[src/rtl/cpu_pkg.sv]
// Shared CPU definitions for the register-file write-port arbiter slice:
// arbiter state encoding, register-number geometry and a one-hot helper.
package cpu_pkg;

    localparam int REG_NUM_W = 5;
    localparam int NUM_REGS  = 32;

    typedef enum logic [1:0] {
        ARB_IDLE  = 2'd0,
        ARB_HELD  = 2'd1,
        ARB_FORCE = 2'd2
    } arb_state_t;

    // One-hot select of a register number; r0 never maps to a bit because
    // it is hardwired to zero and must never look busy.
    function automatic logic [NUM_REGS-1:0] reg_onehot(input logic [REG_NUM_W-1:0] n);
        logic [NUM_REGS-1:0] v;
        v    = NUM_REGS'(1) << n;
        v[0] = 1'b0;
        return v;
    endfunction

endpackage

[src/rtl/regfile_wport_arbiter_if.sv]
// Result handshake between the multiply/divide unit and the write-port
// arbiter. The md unit is the master; the arbiter is the slave.
interface regfile_wport_arbiter_if
    import cpu_pkg::*;
#(
    parameter int DW = 32
);

    logic                 md_valid;
    logic [REG_NUM_W-1:0] md_rd;
    logic [DW-1:0]        md_data;
    logic                 md_ready;

    modport master (
        output md_valid,
        output md_rd,
        output md_data,
        input  md_ready
    );

    modport slave (
        input  md_valid,
        input  md_rd,
        input  md_data,
        output md_ready
    );

endinterface

[src/rtl/reg_scoreboard.sv]
// Busy scoreboard for md destinations. A bit is set when ID issues an md op
// and cleared when the md result actually reaches the register file; a set
// and clear of the same register in one cycle leaves it busy, since that is
// a new op targeting the same register. The hazard lookup is combinational.
module reg_scoreboard
    import cpu_pkg::*;
(
    input  logic                 clk,
    input  logic                 clrn,
    input  logic                 set_en,
    input  logic [REG_NUM_W-1:0] set_rd,
    input  logic                 clr_en,
    input  logic [REG_NUM_W-1:0] clr_rd,
    input  logic                 id_valid,
    input  logic [REG_NUM_W-1:0] id_rs,
    input  logic [REG_NUM_W-1:0] id_rt,
    input  logic [REG_NUM_W-1:0] id_rn,
    input  logic                 id_wreg,
    input  logic                 mask_rs,
    input  logic                 mask_rt,
    output logic                 sb_stall
);

    logic [NUM_REGS-1:0] busy;
    logic [NUM_REGS-1:0] set_vec;
    logic [NUM_REGS-1:0] clr_vec;

    // Decode this cycle's set and clear requests into one-hot masks.
    always_comb begin
        set_vec = '0;
        clr_vec = '0;
        if (set_en) set_vec = reg_onehot(set_rd);
        if (clr_en) clr_vec = reg_onehot(clr_rd);
    end

    // Busy vector: clear first, then OR in the set so a same-cycle set wins.
    always_ff @(posedge clk) begin
        if (clrn) begin
            busy <= '0;
        end else begin
            busy <= (busy & ~clr_vec) | set_vec;
        end
    end

    // RAW on either source or WAW on the destination stalls ID.
    always_comb begin
        sb_stall = id_valid & ((busy[id_rs] & ~mask_rs) |
                               (busy[id_rt] & ~mask_rt) |
                               (id_wreg & busy[id_rn]));
    end

endmodule

[src/rtl/regfile_wport_arbiter.sv]
// Register-file write-port arbiter between the in-order WB stage and the
// out-of-band multiply/divide unit. WB always wins the port; an md result
// that collides is parked in a one-entry skid and drained on the next free
// cycle, or forced through with a pipeline stall once it has waited too long.
// Optional macro REGFILE_ARB_BYPASS_EN adds ID operand bypass from md writes.
module regfile_wport_arbiter
    import cpu_pkg::*;
#(
    parameter int DW         = 32,
    parameter int STARVE_MAX = 4
) (
    input  logic                    clk,
    input  logic                    clrn,
    input  logic                    wb_wreg,
    input  logic [REG_NUM_W-1:0]    wb_rd,
    input  logic [DW-1:0]           wb_data,
    regfile_wport_arbiter_if.slave  md,
    input  logic                    issue_valid,
    input  logic [REG_NUM_W-1:0]    issue_rd,
    input  logic                    id_valid,
    input  logic [REG_NUM_W-1:0]    id_rs,
    input  logic [REG_NUM_W-1:0]    id_rt,
    input  logic [REG_NUM_W-1:0]    id_rn,
    input  logic                    id_wreg,
    output logic                    rf_we,
    output logic [REG_NUM_W-1:0]    rf_wn,
    output logic [DW-1:0]           rf_d,
    output logic                    sb_stall,
    output logic                    pipe_stall
`ifdef REGFILE_ARB_BYPASS_EN
    ,
    output logic                    byp_a_hit,
    output logic                    byp_b_hit,
    output logic [DW-1:0]           byp_a,
    output logic [DW-1:0]           byp_b
`endif
);

    localparam logic [4:0] FORCE_AT = 5'(STARVE_MAX - 1);

    arb_state_t           state;
    arb_state_t           state_next;
    logic [REG_NUM_W-1:0] skid_rd;
    logic [DW-1:0]        skid_data;
    logic [3:0]           starve_cnt;
    logic                 skid_load;
    logic                 cnt_inc;
    logic                 wr_req;
    logic                 md_write;
    logic                 md_ready_int;
    logic                 force_stall;
    logic                 mask_rs;
    logic                 mask_rt;

    // Port ownership, skid control and next state for the current cycle.
    always_comb begin
        state_next   = state;
        skid_load    = 1'b0;
        cnt_inc      = 1'b0;
        wr_req       = 1'b0;
        md_write     = 1'b0;
        md_ready_int = 1'b0;
        force_stall  = 1'b0;
        rf_wn        = '0;
        rf_d         = '0;
        case (state)
            ARB_IDLE: begin
                md_ready_int = 1'b1;
                if (wb_wreg) begin
                    wr_req = 1'b1;
                    rf_wn  = wb_rd;
                    rf_d   = wb_data;
                    if (md.md_valid) begin
                        skid_load  = 1'b1;
                        state_next = ARB_HELD;
                    end
                end else if (md.md_valid) begin
                    wr_req   = 1'b1;
                    md_write = 1'b1;
                    rf_wn    = md.md_rd;
                    rf_d     = md.md_data;
                end
            end
            ARB_HELD: begin
                if (wb_wreg) begin
                    wr_req  = 1'b1;
                    rf_wn   = wb_rd;
                    rf_d    = wb_data;
                    cnt_inc = 1'b1;
                    if (({1'b0, starve_cnt} + 5'd1) >= FORCE_AT) begin
                        state_next = ARB_FORCE;
                    end
                end else begin
                    wr_req     = 1'b1;
                    md_write   = 1'b1;
                    rf_wn      = skid_rd;
                    rf_d       = skid_data;
                    state_next = ARB_IDLE;
                end
            end
            ARB_FORCE: begin
                wr_req      = 1'b1;
                md_write    = 1'b1;
                force_stall = 1'b1;
                rf_wn       = skid_rd;
                rf_d        = skid_data;
                state_next  = ARB_IDLE;
            end
            default: begin
                state_next = ARB_IDLE;
            end
        endcase
    end

    // Writes to r0 are dropped, and nothing leaves the arbiter during reset.
    always_comb begin
        rf_we       = wr_req & (rf_wn != '0) & ~clrn;
        pipe_stall  = force_stall & ~clrn;
        md.md_ready = md_ready_int & ~clrn;
    end

    // State, skid entry and starvation counter; the counter only runs in HELD.
    always_ff @(posedge clk) begin
        if (clrn) begin
            state      <= ARB_IDLE;
            skid_rd    <= '0;
            skid_data  <= '0;
            starve_cnt <= '0;
        end else begin
            state <= state_next;
            if (skid_load) begin
                skid_rd   <= md.md_rd;
                skid_data <= md.md_data;
            end
            if (state_next != ARB_HELD) begin
                starve_cnt <= '0;
            end else if (cnt_inc) begin
                starve_cnt <= starve_cnt + 4'd1;
            end
        end
    end

`ifdef REGFILE_ARB_BYPASS_EN
    // Forward an md result being written this cycle straight to ID operands.
    always_comb begin
        byp_a_hit = md_write & rf_we & (rf_wn == id_rs) & (id_rs != '0);
        byp_b_hit = md_write & rf_we & (rf_wn == id_rt) & (id_rt != '0);
        byp_a     = rf_d;
        byp_b     = rf_d;
        mask_rs   = byp_a_hit;
        mask_rt   = byp_b_hit;
    end
`else
    // Without bypass every busy source must wait for the register file.
    always_comb begin
        mask_rs = 1'b0;
        mask_rt = 1'b0;
    end
`endif

    reg_scoreboard u_scoreboard (
        .clk      (clk),
        .clrn     (clrn),
        .set_en   (issue_valid),
        .set_rd   (issue_rd),
        .clr_en   (md_write & ~clrn),
        .clr_rd   (rf_wn),
        .id_valid (id_valid),
        .id_rs    (id_rs),
        .id_rt    (id_rt),
        .id_rn    (id_rn),
        .id_wreg  (id_wreg),
        .mask_rs  (mask_rs),
        .mask_rt  (mask_rt),
        .sb_stall (sb_stall)
    );

endmodule

[src/flat_wrapper.sv]
// flat-port wrapper written by rule: the top's interface ports become plain ports
module regfile_wport_arbiter_flat import cpu_pkg::*;
#(
    parameter int DW         = 32,
    parameter int STARVE_MAX = 4
)
  (clk, clrn, wb_wreg, wb_rd, wb_data, issue_valid, issue_rd, id_valid, id_rs, id_rt, id_rn, id_wreg, rf_we, rf_wn, rf_d, sb_stall, pipe_stall, md_md_valid, md_md_rd, md_md_data, md_md_ready);
  regfile_wport_arbiter_if #(.DW(DW)) md_i ();
  input  logic clk;
  input  logic clrn;
  input  logic wb_wreg;
  input  logic [REG_NUM_W-1:0] wb_rd;
  input  logic [DW-1:0] wb_data;
  input  logic issue_valid;
  input  logic [REG_NUM_W-1:0] issue_rd;
  input  logic id_valid;
  input  logic [REG_NUM_W-1:0] id_rs;
  input  logic [REG_NUM_W-1:0] id_rt;
  input  logic [REG_NUM_W-1:0] id_rn;
  input  logic id_wreg;
  output logic rf_we;
  output logic [REG_NUM_W-1:0] rf_wn;
  output logic [DW-1:0] rf_d;
  output logic sb_stall;
  output logic pipe_stall;
  input wire logic [$bits(md_i.md_valid)-1:0] md_md_valid;
  input wire logic [$bits(md_i.md_rd)-1:0] md_md_rd;
  input wire logic [$bits(md_i.md_data)-1:0] md_md_data;
  output wire logic [$bits(md_i.md_ready)-1:0] md_md_ready;
  assign md_i.md_valid = md_md_valid;
  assign md_i.md_rd = md_md_rd;
  assign md_i.md_data = md_md_data;
  assign md_md_ready = md_i.md_ready;
  regfile_wport_arbiter #(.DW(DW), .STARVE_MAX(STARVE_MAX)) u_core (.clk(clk), .clrn(clrn), .wb_wreg(wb_wreg), .wb_rd(wb_rd), .wb_data(wb_data), .md(md_i), .issue_valid(issue_valid), .issue_rd(issue_rd), .id_valid(id_valid), .id_rs(id_rs), .id_rt(id_rt), .id_rn(id_rn), .id_wreg(id_wreg), .rf_we(rf_we), .rf_wn(rf_wn), .rf_d(rf_d), .sb_stall(sb_stall), .pipe_stall(pipe_stall));
endmodule
[config.mk]
export PLATFORM = sky130hd
export DESIGN_NAME = regfile_wport_arbiter_flat
export DESIGN_NICKNAME = d
export VERILOG_FILES = /design/src/rtl/cpu_pkg.sv /design/src/rtl/regfile_wport_arbiter_if.sv /design/src/rtl/reg_scoreboard.sv /design/src/rtl/regfile_wport_arbiter.sv /design/src/flat_wrapper.sv
export SDC_FILE = /design/constraint.sdc
export NUM_CORES = 1
export LEC_CHECK = 0
export ABC_CLOCK_PERIOD_IN_PS = 4600
export CAP_MARGIN = 20
export CORE_ASPECT_RATIO = 0.7
export CORE_MARGIN = 3
export CORE_UTILIZATION = 42
export CTS_BUF_LIST = sky130_fd_sc_hd__clkbuf_8
export DETAILED_ROUTE_END_ITERATION = 10
export GPL_ROUTABILITY_DRIVEN = 0
export PLACE_DENSITY = 0.82
export SLEW_MARGIN = 20
export SYNTH_ARGS = -nofsm -noshare
export SYNTH_HDL_FRONTEND = slang
export SYNTH_SLANG_ARGS = --single-unit
[constraint.sdc]
create_clock -name clk -period 4.6 [get_ports clk]
set_input_delay 0.69 -clock clk [delete_from_list [all_inputs] [get_ports clk]]
set_output_delay 0.69 -clock clk [all_outputs]
set_load 0.02 [all_outputs]
==> results_tabular.tex <==
\begin{tabular}{lr}
\hline
Metric & Value \\
\hline
\multicolumn{2}{l}{\textbf{Critical path}} \\
\quad Crit path cell chain & clkdlybuf4s50\_1, and3b\_1, a22oi\_1, and2\_1, nand3\_1, nor2\_1, a2111oi\_0, clkdlybuf4s50\_1 \\
\quad Slowest CP cell & sky130\_fd\_sc\_hd\_\_clkdlybuf4s50\_1 \\
\quad Critical setup path kind & in -> out \\
\quad Endpoint class of the critical path & primary output \\
\quad Required time worst endpoint & 3.91 ns \\
\quad CP max stage delay & 0.72 ns \\
\quad Cell occurring most often along the worst timing path & sky130\_fd\_sc\_hd\_\_clkdlybuf4s50\_1 \\
\quad Data arrival time at the worst-slack endpoint & 3.52 ns \\
\quad Highest net fanout along the worst path & 7 \\
\quad Startpoint type of the worst setup path & primary input \\
\multicolumn{2}{l}{\textbf{Synthesis}} \\
\quad Synthesized netlist cell count & 620 \\
\quad Netlist area before placement & around 0.0046 mm2 \\
\quad Count of warnings emitted by yosys & 0 \\
\quad Fraction of registers with async set/reset & 0\% \\
\quad EDFF count, synth & 0 \\
\quad Mean cell area of the mapped netlist & 7.42 um2 \\
\quad Most used flip-flop cell after synthesis & sky130\_fd\_sc\_hd\_\_dfxtp\_1 \\
\quad Unique masters post-synth & 51 \\
\quad Seq cells post-synth & 74 \\
\quad Post-synthesis sequential area ratio & 32.2\% \\
\quad Net count after synthesis & 727 \\
\multicolumn{2}{l}{\textbf{Power}} \\
\quad Leakage power & between 2 and 2.5 nW \\
\quad Power per cell area & 259 mW/mm2 \\
\quad Worst vdd ir & 0.000158 V \\
\multicolumn{2}{l}{\textbf{Clock tree}} \\
\quad CTS buffer count & 9 \\
\quad Number of clock sinks seen by CTS & 74 \\
\quad Clock latency on the worst-skew pair & 0.36 ns \\
\quad Hold Buf Count CTS & 0 \\
\quad Clock tree root buffer cell & sky130\_fd\_sc\_hd\_\_clkbuf\_8 \\
\quad Number of H-tree branching levels & 3 \\
\quad Number of buffers on the longest clock path & 2 \\
\quad Worst-path clk slew & 0.08 ns \\
\quad Post-cts gate resize count & 0 \\
\quad CTS tree & done \\
\quad Setup repair bufs after CTS & 0 \\
\multicolumn{2}{l}{\textbf{Floorplanning}} \\
\quad Number of ports placed on the die boundary & 142 \\
\quad Floorplan die area & 0.0123 mm2 \\
\quad Rows & 31 \\
\quad Die W & about 130 um \\
\quad Total core area & 0.0105 mm2 \\
\quad Initial core utilization & 43.7\% \\
\quad Vertical extent of the die & 93.5 um \\
\multicolumn{2}{l}{\textbf{GRT}} \\
\quad Antenna violations before repair & 0 \\
\quad Maximum number of pins on one net before global-route repair & 75 \\
\quad All-layer global routing usage & 25.8\% \\
\quad Global-route congestion overflow total & 0 \\
\quad Global-route wire length before repair & approximately 25,000 um \\
\quad Vias in the first global route & 5,001 \\
\multicolumn{2}{l}{\textbf{Finish}} \\
\quad Final non-filler cell area & 0.00629 mm2 \\
\quad Signed area change from the synthesized netlist to the final layout & 36.8\% \\
\quad \# fillers & 921 \\
\quad Final instance count without filler cells & slightly below 900 \\
\quad Total number of nets in the final design & 844 \\
\quad Share of post-route cells with drive strength above 1 & between 7 and 8\% \\
\quad Storage cell area & 0.00148 mm2 \\
\quad Area of the multi-input gates & 0.00290 mm2 \\
\quad Number of diodes added for antenna fixing & 0 \\
\quad Util after Layout & 59.9\% \\
\multicolumn{2}{l}{\textbf{Timing}} \\
\quad Headroom to the max-slew limit & 49.2\% \\
\quad Clock period minus final worst setup slack & 4.21 ns \\
\quad RSZ-0062 raised after global routing & no \\
\quad Post-route fraction of the period consumed by the critical path & 91.5\% \\
\quad Largest clock skew in the final design & 0.00460 ns \\
\quad Post-route setup slack & 0.391 ns \\
\quad Setup TNS Final & 0 ns \\
\quad Slew @ Worst Pin & 0.762 ns \\
\quad Maximum frequency from static timing analysis & 0.238 GHz \\
\quad Total of endpoints with negative setup slack in the final report & 0 \\
\quad Number of slew-limit violations in the final report & 0 \\
\quad Endpoints failing hold & 0 \\
\multicolumn{2}{l}{\textbf{Placed design}} \\
\quad Dpl cells & 874 \\
\quad Number of input and output port buffers inserted & 141 \\
\quad DP Worst Slack & 0.452 ns \\
\quad Post-detailed-placement half-perimeter wirelength & 11,800 um \\
\quad Standard cell area after detailed placement & 0.00610 mm2 \\
\multicolumn{2}{l}{\textbf{Routing}} \\
\quad Routed WL per cell & between 15 and 20 um \\
\quad Final WL & 15,900 um \\
\quad Via total after detailed routing & 5,227 \\
\quad Final ANT Viol Nets & 0 \\
\quad Number of violations reported at the end of detailed-routing iteration 0 & 483 \\
\quad Per-cell via count in the routed design & around 5.9 \\
\quad Count of unresolved DRC violations after routing & 0 \\
\quad TritonRoute pass-1 iters & 5 \\
\multicolumn{2}{l}{\textbf{Min path}} \\
\quad Hold/Removal Path Class & reg -> reg \\
\multicolumn{2}{l}{\textbf{Flow run}} \\
\quad Number of maximum-capacitance constraint violations & 0 \\
\multicolumn{2}{l}{\textbf{Status}} \\
\quad Run status & finished, final reports clean \\
\hline
\end{tabular}
-- where the power goes --
group | internal (mW) | leakage [nW] | switching (mW) | total [mW]
registers | 0.661 | 0.601 | 0.0142 | 0.675
clock network | 0.249 | 0.0966 | 0.251 | 0.500
logic | 0.213 | 1.57 | 0.239 | 0.452
-- cell usage after synthesis, types with 2 or more instances --
| cell | count | area share (%) |
|---|---|---|
| sky130_fd_sc_hd__mux4_2 | 19 | 9.3 |
| sky130_fd_sc_hd__o2111ai_1 | 2 | 0.38 |
| sky130_fd_sc_hd__and3b_1 | 2 | 0.38 |
| sky130_fd_sc_hd__nor2_1 | 85 | 6.9 |
| sky130_fd_sc_hd__a31oi_1 | 2 | 0.27 |
| sky130_fd_sc_hd__nand2b_1 | 3 | 0.41 |
| sky130_fd_sc_hd__and3_1 | 2 | 0.27 |
| sky130_fd_sc_hd__a222oi_1 | 4 | 0.87 |
| sky130_fd_sc_hd__o21ai_0 | 5 | 0.54 |
| sky130_fd_sc_hd__mux2_1 | 2 | 0.49 |
| sky130_fd_sc_hd__a211oi_1 | 2 | 0.33 |
| sky130_fd_sc_hd__o21ai_1 | 32 | 3.5 |
| sky130_fd_sc_hd__nor2b_1 | 7 | 0.95 |
| sky130_fd_sc_hd__buf_2 | 5 | 0.54 |
| sky130_fd_sc_hd__a22oi_1 | 32 | 5.2 |
| sky130_fd_sc_hd__inv_1 | 6 | 0.49 |
| sky130_fd_sc_hd__mux2i_1 | 10 | 2.2 |
| sky130_fd_sc_hd__dfxtp_1 | 74 | 32 |
| sky130_fd_sc_hd__nand3_1 | 10 | 1.1 |
| sky130_fd_sc_hd__xor2_1 | 2 | 0.38 |
| sky130_fd_sc_hd__buf_1 | 11 | 0.90 |
| sky130_fd_sc_hd__or2_1 | 2 | 0.27 |
| sky130_fd_sc_hd__nand3b_1 | 8 | 1.3 |
| sky130_fd_sc_hd__nand2_1 | 118 | 9.6 |
| sky130_fd_sc_hd__nor3_1 | 6 | 0.65 |
| sky130_fd_sc_hd__and2_1 | 6 | 0.82 |
| sky130_fd_sc_hd__clkbuf_1 | 31 | 2.5 |
| sky130_fd_sc_hd__ha_1 | 6 | 1.6 |
| sky130_fd_sc_hd__a21oi_1 | 104 | 11 |
-- placed cells by master (no fill, tap or decap), types with 3 or more instances in the layout --
cell and n:
sky130_fd_sc_hd__clkbuf_8 9, sky130_fd_sc_hd__nand2_1 118, sky130_fd_sc_hd__clkdlybuf4s50_1 140, sky130_fd_sc_hd__and2_1 6, sky130_fd_sc_hd__inv_1 7, sky130_fd_sc_hd__nand3_1 10, sky130_fd_sc_hd__a21oi_1 104, sky130_fd_sc_hd__mux4_2 19
sky130_fd_sc_hd__nor2b_1 7, sky130_fd_sc_hd__dfxtp_1 74, sky130_fd_sc_hd__a222oi_1 4, sky130_fd_sc_hd__o21ai_0 5, sky130_fd_sc_hd__nand2b_1 3, sky130_fd_sc_hd__nand3b_1 8, sky130_fd_sc_hd__nor3_1 6, sky130_fd_sc_hd__a22oi_1 32
sky130_fd_sc_hd__o21ai_1 32, sky130_fd_sc_hd__nor2_1 84, sky130_fd_sc_hd__buf_4 13, sky130_fd_sc_hd__ha_1 6, sky130_fd_sc_hd__mux2i_1 10
-- area by class of cell --
| class | count | share of cell area [%] |
|---|---|---|
| clock buffer | 9 | 1.97 |
| clock inverter | 7 | 1.13 |
| inverter | 6 | 0.358 |
| multi-input combinational | 492 | 46.1 |
| sequential | 74 | 23.5 |
| tap | 148 | 2.94 |
| timing repair buffer | 154 | 23.9 |
-- per-layer routing --
metal  vias up  part of all wire [%]  global-route usage, %
met3        41                   9.9                   7.19
met4         0                   2.3                   7.28
li1       2422                     -                      -
met2       292                    47                   40.9
met5         -                     0                      0
met1      2472                    41                   34.4
-- state kept, by name, summed over array words and instances (netlist names) --
name and cells:
u_core.state 2, u_core.skid_data 32, u_core.u_scoreboard.busy 31, u_core.skid_rd 5, u_core.starve_cnt 4
-- final timing paths --
kind / endpoint / slack, ns / start / depth (start not counted)
worst max-delay path: rf_we / 0.39 / wb_wreg / 8
worst min-delay path: u_core.skid_data[10] / 0.46 / u_core.skid_data[10] / 2
worst max register to register: u_core.u_scoreboard.busy[19] / 2.03 / u_core.state[0] / 8
worst min register to register: u_core.skid_data[10] / 0.46 / u_core.skid_data[10] / 2
-- cells by family (layout without fill, tap and decap cells) --
kind of cell | Yosys count | count (layout) | synth area share [%]
buffers and inverters | 54 | 176 | 4.71
flip-flops | 74 | 74 | 32.2
AO/OA/AOI/OAI | 190 | 190 | 23.6
multiplexers | 32 | 32 | 12.2
adder cells (fa/ha/maj) | 6 | 6 | 1.63
XOR/XNOR | 3 | 3 | 0.572
AND/OR/NAND/NOR | 261 | 261 | 25.0
-- stage by stage --
| step | total power, mW | hold WS, ns |
|---|---|---|
| 3_3_place_gp | 1.12 | 0.444 |
| 2_1_floorplan | 0.914 | 0.433 |
| 3_5_place_dp | 1.13 | 0.450 |
| 4_1_cts | 1.63 | 0.461 |
| 5_1_grt | 1.69 | 0.481 |
| 6_report | 1.63 | 0.460 |
-- critical path, delay by kind of cell --
family	cells	cell delay, ns
AOI/OAI and AO/OA	2	0.74
and+or+nand+nor	4	0.85
buffers and inverters	2	1.23
No activity file was read; power rests on OpenSTA's default activity.
